### src/rtl/sc_char_rx.sv
// ---------------------------------------------------------------------------
// sc_char_rx -- smart-card character receiver (ISO 7816-3 style, direct
// convention, even parity) with a first-word fall-through receive FIFO.
//
// Optional feature macro: SC_RX_NACK_EN
//   defined   : a bad-parity character is answered with an error signal
//               (io_drive pulls the line low for one ETU, starting 10.5 ETU
//               after the start edge), then one ETU of guard time.
//   undefined : no NACK state, io_drive is tied low, and a bad-parity
//               character goes straight to the guard time.
//
// Ports
//   clk, rst      system clock, asynchronous active-high reset
//   io_i          card I/O line level (asynchronous, idle high)
//   io_drive      1 = pull the card I/O line low
//   rx_en         enables start-bit detection
//   etu_div[11:0] clk cycles per ETU (values below 16 act as 16)
//   data[7:0]     FIFO head character, valid while valid=1
//   valid         FIFO not empty
//   ready         consumer takes the head when valid & ready
//   parity_err    one-cycle pulse per bad-parity character
//   overrun       sticky: a good character was dropped on a full FIFO
//   clr_ovr       synchronous clear of overrun
// ---------------------------------------------------------------------------
module sc_char_rx #(
  parameter int unsigned FIFO_DEPTH  = 4,
  parameter int unsigned SYNC_STAGES = 2
) (
  input  logic        clk,
  input  logic        rst,
  input  logic        io_i,
  output logic        io_drive,
  input  logic        rx_en,
  input  logic [11:0] etu_div,
  output logic [7:0]  data,
  output logic        valid,
  input  logic        ready,
  output logic        parity_err,
  output logic        overrun,
  input  logic        clr_ovr
);

  localparam int unsigned AW      = $clog2(FIFO_DEPTH);
  localparam int unsigned OCW     = AW + 1;
  localparam int unsigned CW      = 13;
  localparam int unsigned ETU_MIN = 16;

  typedef enum logic [2:0] {
    S_IDLE,
    S_START,
    S_DATA,
    S_PARITY,
    S_GUARD
`ifdef SC_RX_NACK_EN
    , S_NACK
`endif
  } state_t;

  // Synchronizer and edge detect
  logic [SYNC_STAGES-1:0] r_sync;
  logic                   r_io_d;
  logic                   w_io_s;
  logic                   w_fall;

  assign w_io_s = r_sync[SYNC_STAGES-1];
  assign w_fall = ~w_io_s & r_io_d;

  always_ff @(posedge clk or posedge rst) begin
    if (rst) begin
      r_sync <= '1;
      r_io_d <= 1'b1;
    end else begin
      r_sync <= {r_sync[SYNC_STAGES-2:0], io_i};
      r_io_d <= w_io_s;
    end
  end

  // Receiver FSM registers
  state_t        r_state;
  logic [CW-1:0] r_cnt;
  logic [11:0]   r_etu;
  logic [2:0]    r_bit;
  logic [7:0]    r_shift;
  logic          r_perr;
`ifdef SC_RX_NACK_EN
  logic          r_drive;
`endif

  logic [11:0]   w_etu_eff;
  logic          w_half_tick;
  logic          w_tick;
  logic          w_par_ok;
  logic          w_push;

  assign w_etu_eff   = (etu_div < 12'(ETU_MIN)) ? 12'(ETU_MIN) : etu_div;
  // r_cnt reads n-1 in the n-th cycle after the last restart, so a match on
  // target-1 lands exactly target cycles after that restart.
  assign w_half_tick = (r_cnt == CW'(r_etu >> 1) - CW'(1));
  assign w_tick      = (r_cnt == CW'(r_etu) - CW'(1));
  // Even parity over the 8 data bits plus the parity bit now on the line.
  assign w_par_ok    = ~(^{r_shift, w_io_s});
  assign w_push      = (r_state == S_PARITY) && w_tick && w_par_ok;

`ifdef SC_RX_NACK_EN
  logic w_nack_on;
  logic w_nack_off;
  // Drive is registered, so both edges are decided one cycle early.
  assign w_nack_on  = (r_cnt == CW'(r_etu) - CW'(2));
  assign w_nack_off = (r_cnt == (CW'(r_etu) << 1) - CW'(2));
`endif

  // Character framing state machine
  always_ff @(posedge clk or posedge rst) begin
    if (rst) begin
      r_state <= S_IDLE;
      r_cnt   <= '0;
      r_etu   <= 12'(ETU_MIN);
      r_bit   <= '0;
      r_shift <= '0;
      r_perr  <= 1'b0;
`ifdef SC_RX_NACK_EN
      r_drive <= 1'b0;
`endif
    end else begin
      r_perr <= 1'b0;
      r_cnt  <= r_cnt + CW'(1);
      case (r_state)
        S_IDLE: begin
          r_cnt <= '0;
          if (rx_en && w_fall) begin
            r_state <= S_START;
            r_etu   <= w_etu_eff;
          end
        end
        S_START: begin
          if (w_half_tick) begin
            r_cnt   <= '0;
            r_bit   <= '0;
            // A line already back high mid start bit is a glitch.
            r_state <= w_io_s ? S_IDLE : S_DATA;
          end
        end
        S_DATA: begin
          if (w_tick) begin
            r_cnt   <= '0;
            r_shift <= {w_io_s, r_shift[7:1]};
            r_bit   <= r_bit + 3'd1;
            if (r_bit == 3'd7) begin
              r_state <= S_PARITY;
            end
          end
        end
        S_PARITY: begin
          if (w_tick) begin
            r_cnt <= '0;
            if (w_par_ok) begin
              r_state <= S_GUARD;
            end else begin
              r_perr  <= 1'b1;
`ifdef SC_RX_NACK_EN
              r_state <= S_NACK;
`else
              r_state <= S_GUARD;
`endif
            end
          end
        end
        S_GUARD: begin
          if (w_tick) begin
            r_state <= S_IDLE;
          end
        end
`ifdef SC_RX_NACK_EN
        S_NACK: begin
          // One ETU of wait after the parity sample, then one ETU of drive.
          if (w_nack_on) begin
            r_drive <= 1'b1;
          end
          if (w_nack_off) begin
            r_drive <= 1'b0;
            r_cnt   <= '0;
            r_state <= S_GUARD;
          end
        end
`endif
        default: begin
          r_state <= S_IDLE;
        end
      endcase
    end
  end

  assign parity_err = r_perr;
`ifdef SC_RX_NACK_EN
  assign io_drive   = r_drive;
`else
  assign io_drive   = 1'b0;
`endif

  // Receive FIFO, first-word fall-through
  logic [7:0]     r_mem [FIFO_DEPTH];
  logic [AW-1:0]  r_wr_ptr;
  logic [AW-1:0]  r_rd_ptr;
  logic [OCW-1:0] r_count;
  logic           r_ovr;

  logic           w_full;
  logic           w_pop;
  logic           w_wr;

  assign valid  = (r_count != '0);
  assign data   = r_mem[r_rd_ptr];
  assign w_full = (r_count == OCW'(FIFO_DEPTH));
  assign w_pop  = valid & ready;
  // A pop in the same cycle frees the slot a full FIFO needs.
  assign w_wr   = w_push & (~w_full | w_pop);

  always_ff @(posedge clk) begin
    if (w_wr) begin
      r_mem[r_wr_ptr] <= r_shift;
    end
  end

  always_ff @(posedge clk or posedge rst) begin
    if (rst) begin
      r_wr_ptr <= '0;
      r_rd_ptr <= '0;
      r_count  <= '0;
      r_ovr    <= 1'b0;
    end else begin
      if (w_wr) begin
        r_wr_ptr <= r_wr_ptr + AW'(1);
      end
      if (w_pop) begin
        r_rd_ptr <= r_rd_ptr + AW'(1);
      end
      case ({w_wr, w_pop})
        2'b10:   r_count <= r_count + OCW'(1);
        2'b01:   r_count <= r_count - OCW'(1);
        default: r_count <= r_count;
      endcase
      // A new drop wins over a simultaneous clear.
      if (w_push && w_full && !w_pop) begin
        r_ovr <= 1'b1;
      end else if (clr_ovr) begin
        r_ovr <= 1'b0;
      end
    end
  end

  assign overrun = r_ovr;

endmodule

### config.mk
export PLATFORM = sky130hd
export DESIGN_NAME = sc_char_rx
export DESIGN_NICKNAME = d
export VERILOG_FILES = /design/src/rtl/sc_char_rx.sv
export SDC_FILE = /design/constraint.sdc
export NUM_CORES = 1
export LEC_CHECK = 0
export ABC_AREA = 1
export BUFFER_PORTS_ARGS = -buffer_cell sky130_fd_sc_hd__buf_2
export CAP_MARGIN = 0
export CORE_AREA = 2 2 101 103
export CTS_BUF_LIST = sky130_fd_sc_hd__clkbuf_4
export DETAILED_ROUTE_END_ITERATION = 10
export DIE_AREA = 0 0 103 105
export PLACE_DENSITY = 0.66
export SLEW_MARGIN = 20
export SYNTH_ARGS = -nofsm -noshare
export SYNTH_HDL_FRONTEND = slang
export SYNTH_SLANG_ARGS = --single-unit
### constraint.sdc
create_clock -name clk -period 6.4 [get_ports clk]
set_clock_uncertainty 0.05 [all_clocks]
set_input_delay 0.32 -clock clk [delete_from_list [all_inputs] [get_ports clk]]
set_output_delay 0.32 -clock clk [all_outputs]
set_load 0.01 [all_outputs]
==> metrics.log <==
INFO  metric cts_num_sinks = 83
INFO  metric worstMarginPinSlew = 0.8842 ns
INFO  metric critical-path-slowest-cell = sky130_fd_sc_hd__dfrtp_1
INFO  metric critical_path.startpoint = r_etu[1]
INFO  metric grt_start_max_net_pins = 52
INFO  metric cts-htree-levels = 3
INFO  metric max_cap_viol_count = 0
INFO  metric die-area = 10820 um^2
INFO  metric critPathLaunchType = flop
INFO  metric layout.cell_area.non_filler = 5107 um^2
INFO  metric slew_headroom = 40.99%
INFO  metric crit_type = flop to flop
INFO  metric routed-via-count = 3612
INFO  metric synthesis.nets = 587
INFO  metric critPathMostFrequentCell = sky130_fd_sc_hd__nand2_1
INFO  metric gate_count_of_the_mapped_netlist = 559
INFO  metric number_of_antenna_violations_at_the_first_check_in_global_routing = 0
INFO  metric data_arrival_time_of_the_worst_path = 3.37 ns
INFO  metric post-route-period-util = 47.78%
INFO  metric route.antenna.remaining_nets = 0
INFO  metric postPlaceCellArea = about 5000 um^2
INFO  metric finalCriticalPeriod = 3.058 ns
INFO  metric dp.final_hpwl = 7277 um
INFO  metric floorplan.rows = 36
INFO  metric synth-edff-count = 32
INFO  metric die_y = 105 um
INFO  metric rsz0062_at_grt = false
INFO  metric syn_area = around 4700 um^2
INFO  metric fin_cells = approximately 720
INFO  metric portBuffers = 28
INFO  metric detail_route.wl_per_cell = ~13 um
INFO  metric synth.top_cells.by_area = sky130_fd_sc_hd__dfrtp_1 25%, sky130_fd_sc_hd__edfxtp_1 20%, sky130_fd_sc_hd__nand2_1 11%, sky130_fd_sc_hd__inv_1 5.3%, sky130_fd_sc_hd__nor2_1 4.8%
INFO  metric cts.path.max_buffers = 2
INFO  metric grt_pass1_wl = 16700 um
INFO  metric avgViaCountPerCell = about 5.0
INFO  metric global_route.usage.total = 19.52%
INFO  metric yosysWarnings = 0
INFO  metric p_leak = between 2 and 2.5 nW
INFO  metric globalplace.congestion = 0.9354
INFO  metric number_of_hold_slack_violations_in_the_final_timing_report = 47
INFO  metric violations = negative hold slack
INFO  metric outcome = finished, violations left
INFO  metric die_width = 103 um
INFO  metric initial_core_util = between 40% and 50%
INFO  metric worst-endpoint-required = 6.71 ns
INFO  metric cp_cell_sequence = inv_1 > ha_1 > inv_1 > nor2_2 > nand3_2 > nor2_2 > xor2_2 > nand2_1 > nor2_1 > nand2_1 > nor2_2 > nand3_2 > nand2_2 > inv_1 > fa_1 > inv_1 > nand2_1 > nand2_1 > nand2_1 > nand2_1 > inv_1
INFO  metric tritoncts = done
INFO  metric syn_avg_cell_area = 8.427 um^2
INFO  metric area_growth_syn_to_layout = 8.420%
INFO  metric postSynthRegisterBits = 83
INFO  metric powerDensity = ~370 nW/um^2
INFO  metric path_clk_slew = 0.15 ns
INFO  metric grt_pass1_vias = 3698
INFO  metric worst-path-max-fanout = 7
INFO  metric netlist-cell-type-count = 40
INFO  metric leading_area_contributor_after_synthesis = sky130_fd_sc_hd__dfrtp_1
INFO  metric nets = around 610
INFO  metric placed_cells = between 700 and 800
INFO  metric grt-ovfl-total = 0
INFO  metric floorplan.io_pins = 30
INFO  metric ys.flop_type = sky130_fd_sc_hd__dfrtp_1
INFO  metric finalWirelength = 9583 um
INFO  metric worst_hold_slack = -0.03713 ns
INFO  metric yosysSeqAreaShare = between 40% and 50%
INFO  metric synth_common_cells = 135 x sky130_fd_sc_hd__nand2_1, 66 x sky130_fd_sc_hd__inv_1, 60 x sky130_fd_sc_hd__nor2_1, 47 x sky130_fd_sc_hd__dfrtp_1
INFO  metric synthMostInstantiatedCell = sky130_fd_sc_hd__nand2_1
INFO  metric clock_latency_late_sink = 0.44 ns
INFO  metric post_cts.resized_instances = 0
INFO  metric layout-drive-gt1-share = between 10% and 20%
INFO  metric r2r_start = r_etu[1]
INFO  metric drt_pre_antenna_iters = 4
INFO  metric timing.setup.tns = 0 ns
INFO  metric finalSetupViolations = 0
INFO  metric detailedRoute.firstIterationViolations = approximately 150
INFO  metric slowest_delay = 0.41 ns
INFO  metric clock.fmax = 327.0 MHz
INFO  metric n_antenna_cell = 0
INFO  metric placeableCoreArea = 9639 um^2
INFO  metric hold_path_class = input pin to async pin
INFO  metric yosys.area.top_type_share = 24.97%
INFO  metric drcViolationCount = 0
INFO  metric power.ir.vdd_worst = roughly 220 uV
INFO  metric buffer_cell_driving_the_clock_tree_root = sky130_fd_sc_hd__clkbuf_4
INFO  metric synth-async-reset-ratio = between 60% and 70%
INFO  metric cts-buffers-inserted = 9
INFO  metric timing.critical_path.to_type = flop
INFO  metric final_max_slew_viol_count = 0
==> final timing paths <==
check,slack (ns),endpoint,depth (start not counted)
worst max-delay path,3.34,r_count[2],21
worst min-delay path,-0.04,r_count[2],2
worst max register to register,3.34,r_count[2],21
worst min register to register,0.32,r_sync[1],0
max in group asynchronous,5.82,r_cnt[9],2
min in group clk,0.03,r_etu[7],3
==> report_power, final <==
part	internal, mW	switching (mW)
Sequential	0.624	0.129
Clock	0.124	0.203
Combinational	0.316	0.516
Total	1.07	0.848
==> worst max-delay path: cells and delay by family (launching register included) <==
family                   cells  cell delay, ns
AND/OR/NAND/NOR             13            1.24
XOR/XNOR                     1            0.21
flip-flops                   1            0.41
adder cells (fa/ha/maj)      2            0.65
buffers and inverters        5            0.41
==> kinds of logic (layout without fill, tap and decap cells) <==
kind of cell             count (synthesis)  count (layout)  synth area share [%]
AO/OA/AOI/OAI                           55              55                 6.481
adder cells (fa/ha/maj)                 10              10                 2.815
flip-flops                              83              83                 47.60
XOR/XNOR                                44              44                 8.659
AND/OR/NAND/NOR                        283             283                 27.12
buffers and inverters                   83             115                 7.251
other                                    1               1               0.07960
==> layout make-up <==
class	count	area (um^2)
clock inverters	7	80.08
clock buffers	9	67.56
well taps	133	166.4
flip-flops and latches	83	2242
multi-input cells	393	2130
fillers	942	4532
repair buffers	30	160.2
inverters	69	261.5
==> cells in the final DEF (no fill, tap or decap), types with 5 or more instances in the layout <==
cell and instances:
sky130_fd_sc_hd__nand2_1 135, sky130_fd_sc_hd__inv_1 65, sky130_fd_sc_hd__nor2_1 59, sky130_fd_sc_hd__dfrtp_1 47, sky130_fd_sc_hd__o21ai_0 32, sky130_fd_sc_hd__edfxtp_1 32, sky130_fd_sc_hd__nand3_1 30, sky130_fd_sc_hd__buf_2 28
sky130_fd_sc_hd__xor2_1 24, sky130_fd_sc_hd__nor2_2 18, sky130_fd_sc_hd__xnor2_1 17, sky130_fd_sc_hd__nor3_1 9, sky130_fd_sc_hd__ha_1 9, sky130_fd_sc_hd__clkbuf_4 9, sky130_fd_sc_hd__o22ai_1 8, sky130_fd_sc_hd__nand4_1 7
sky130_fd_sc_hd__o21ai_1 7, sky130_fd_sc_hd__a21oi_1 5
==> stage by stage <==
| stage | hold WS [ns] | utilization, % | total power [mW] | setup slack [ns] |
|---|---|---|---|---|
| detailed placement | 0.2968 | 51.23 | 1.597 | 3.374 |
| global placement | 0.2952 | 51.21 | 1.576 | 3.461 |
| global route | 0.01176 | 52.99 | 2.080 | 2.961 |
| floorplan | 0.2745 | - | 1.416 | 3.681 |
| finish | -0.03713 | 52.99 | 1.914 | 3.342 |
| CTS | 0.01931 | 52.97 | 1.925 | 3.337 |
==> routing by layer <==
metal / wire length, um / global-route usage (%)
met5: 0 / 0
met4: 357 / 10.24
met3: 306 / 3.144
met2: 4692 / 32.14
met1: 4227 / 24.28
==> sequential cells by signal, summed over array words and instances (netlist names) <==
signal / flops
overrun: 1
parity_err: 1
r_bit: 3
r_cnt: 13
r_count: 3
r_etu: 12
r_io_d: 1
r_mem: 32
r_rd_ptr: 2
r_shift: 8
r_state: 3
r_sync: 2
r_wr_ptr: 2
==> what timing repair did <==
item                                   CTS  global route
buffers inserted                         0             0
endpoints found under the hold margin    2             0
hold buffers                             2             0
setup endpoints to repair                0             0
Note: power is estimated with default switching activity, not from simulation.
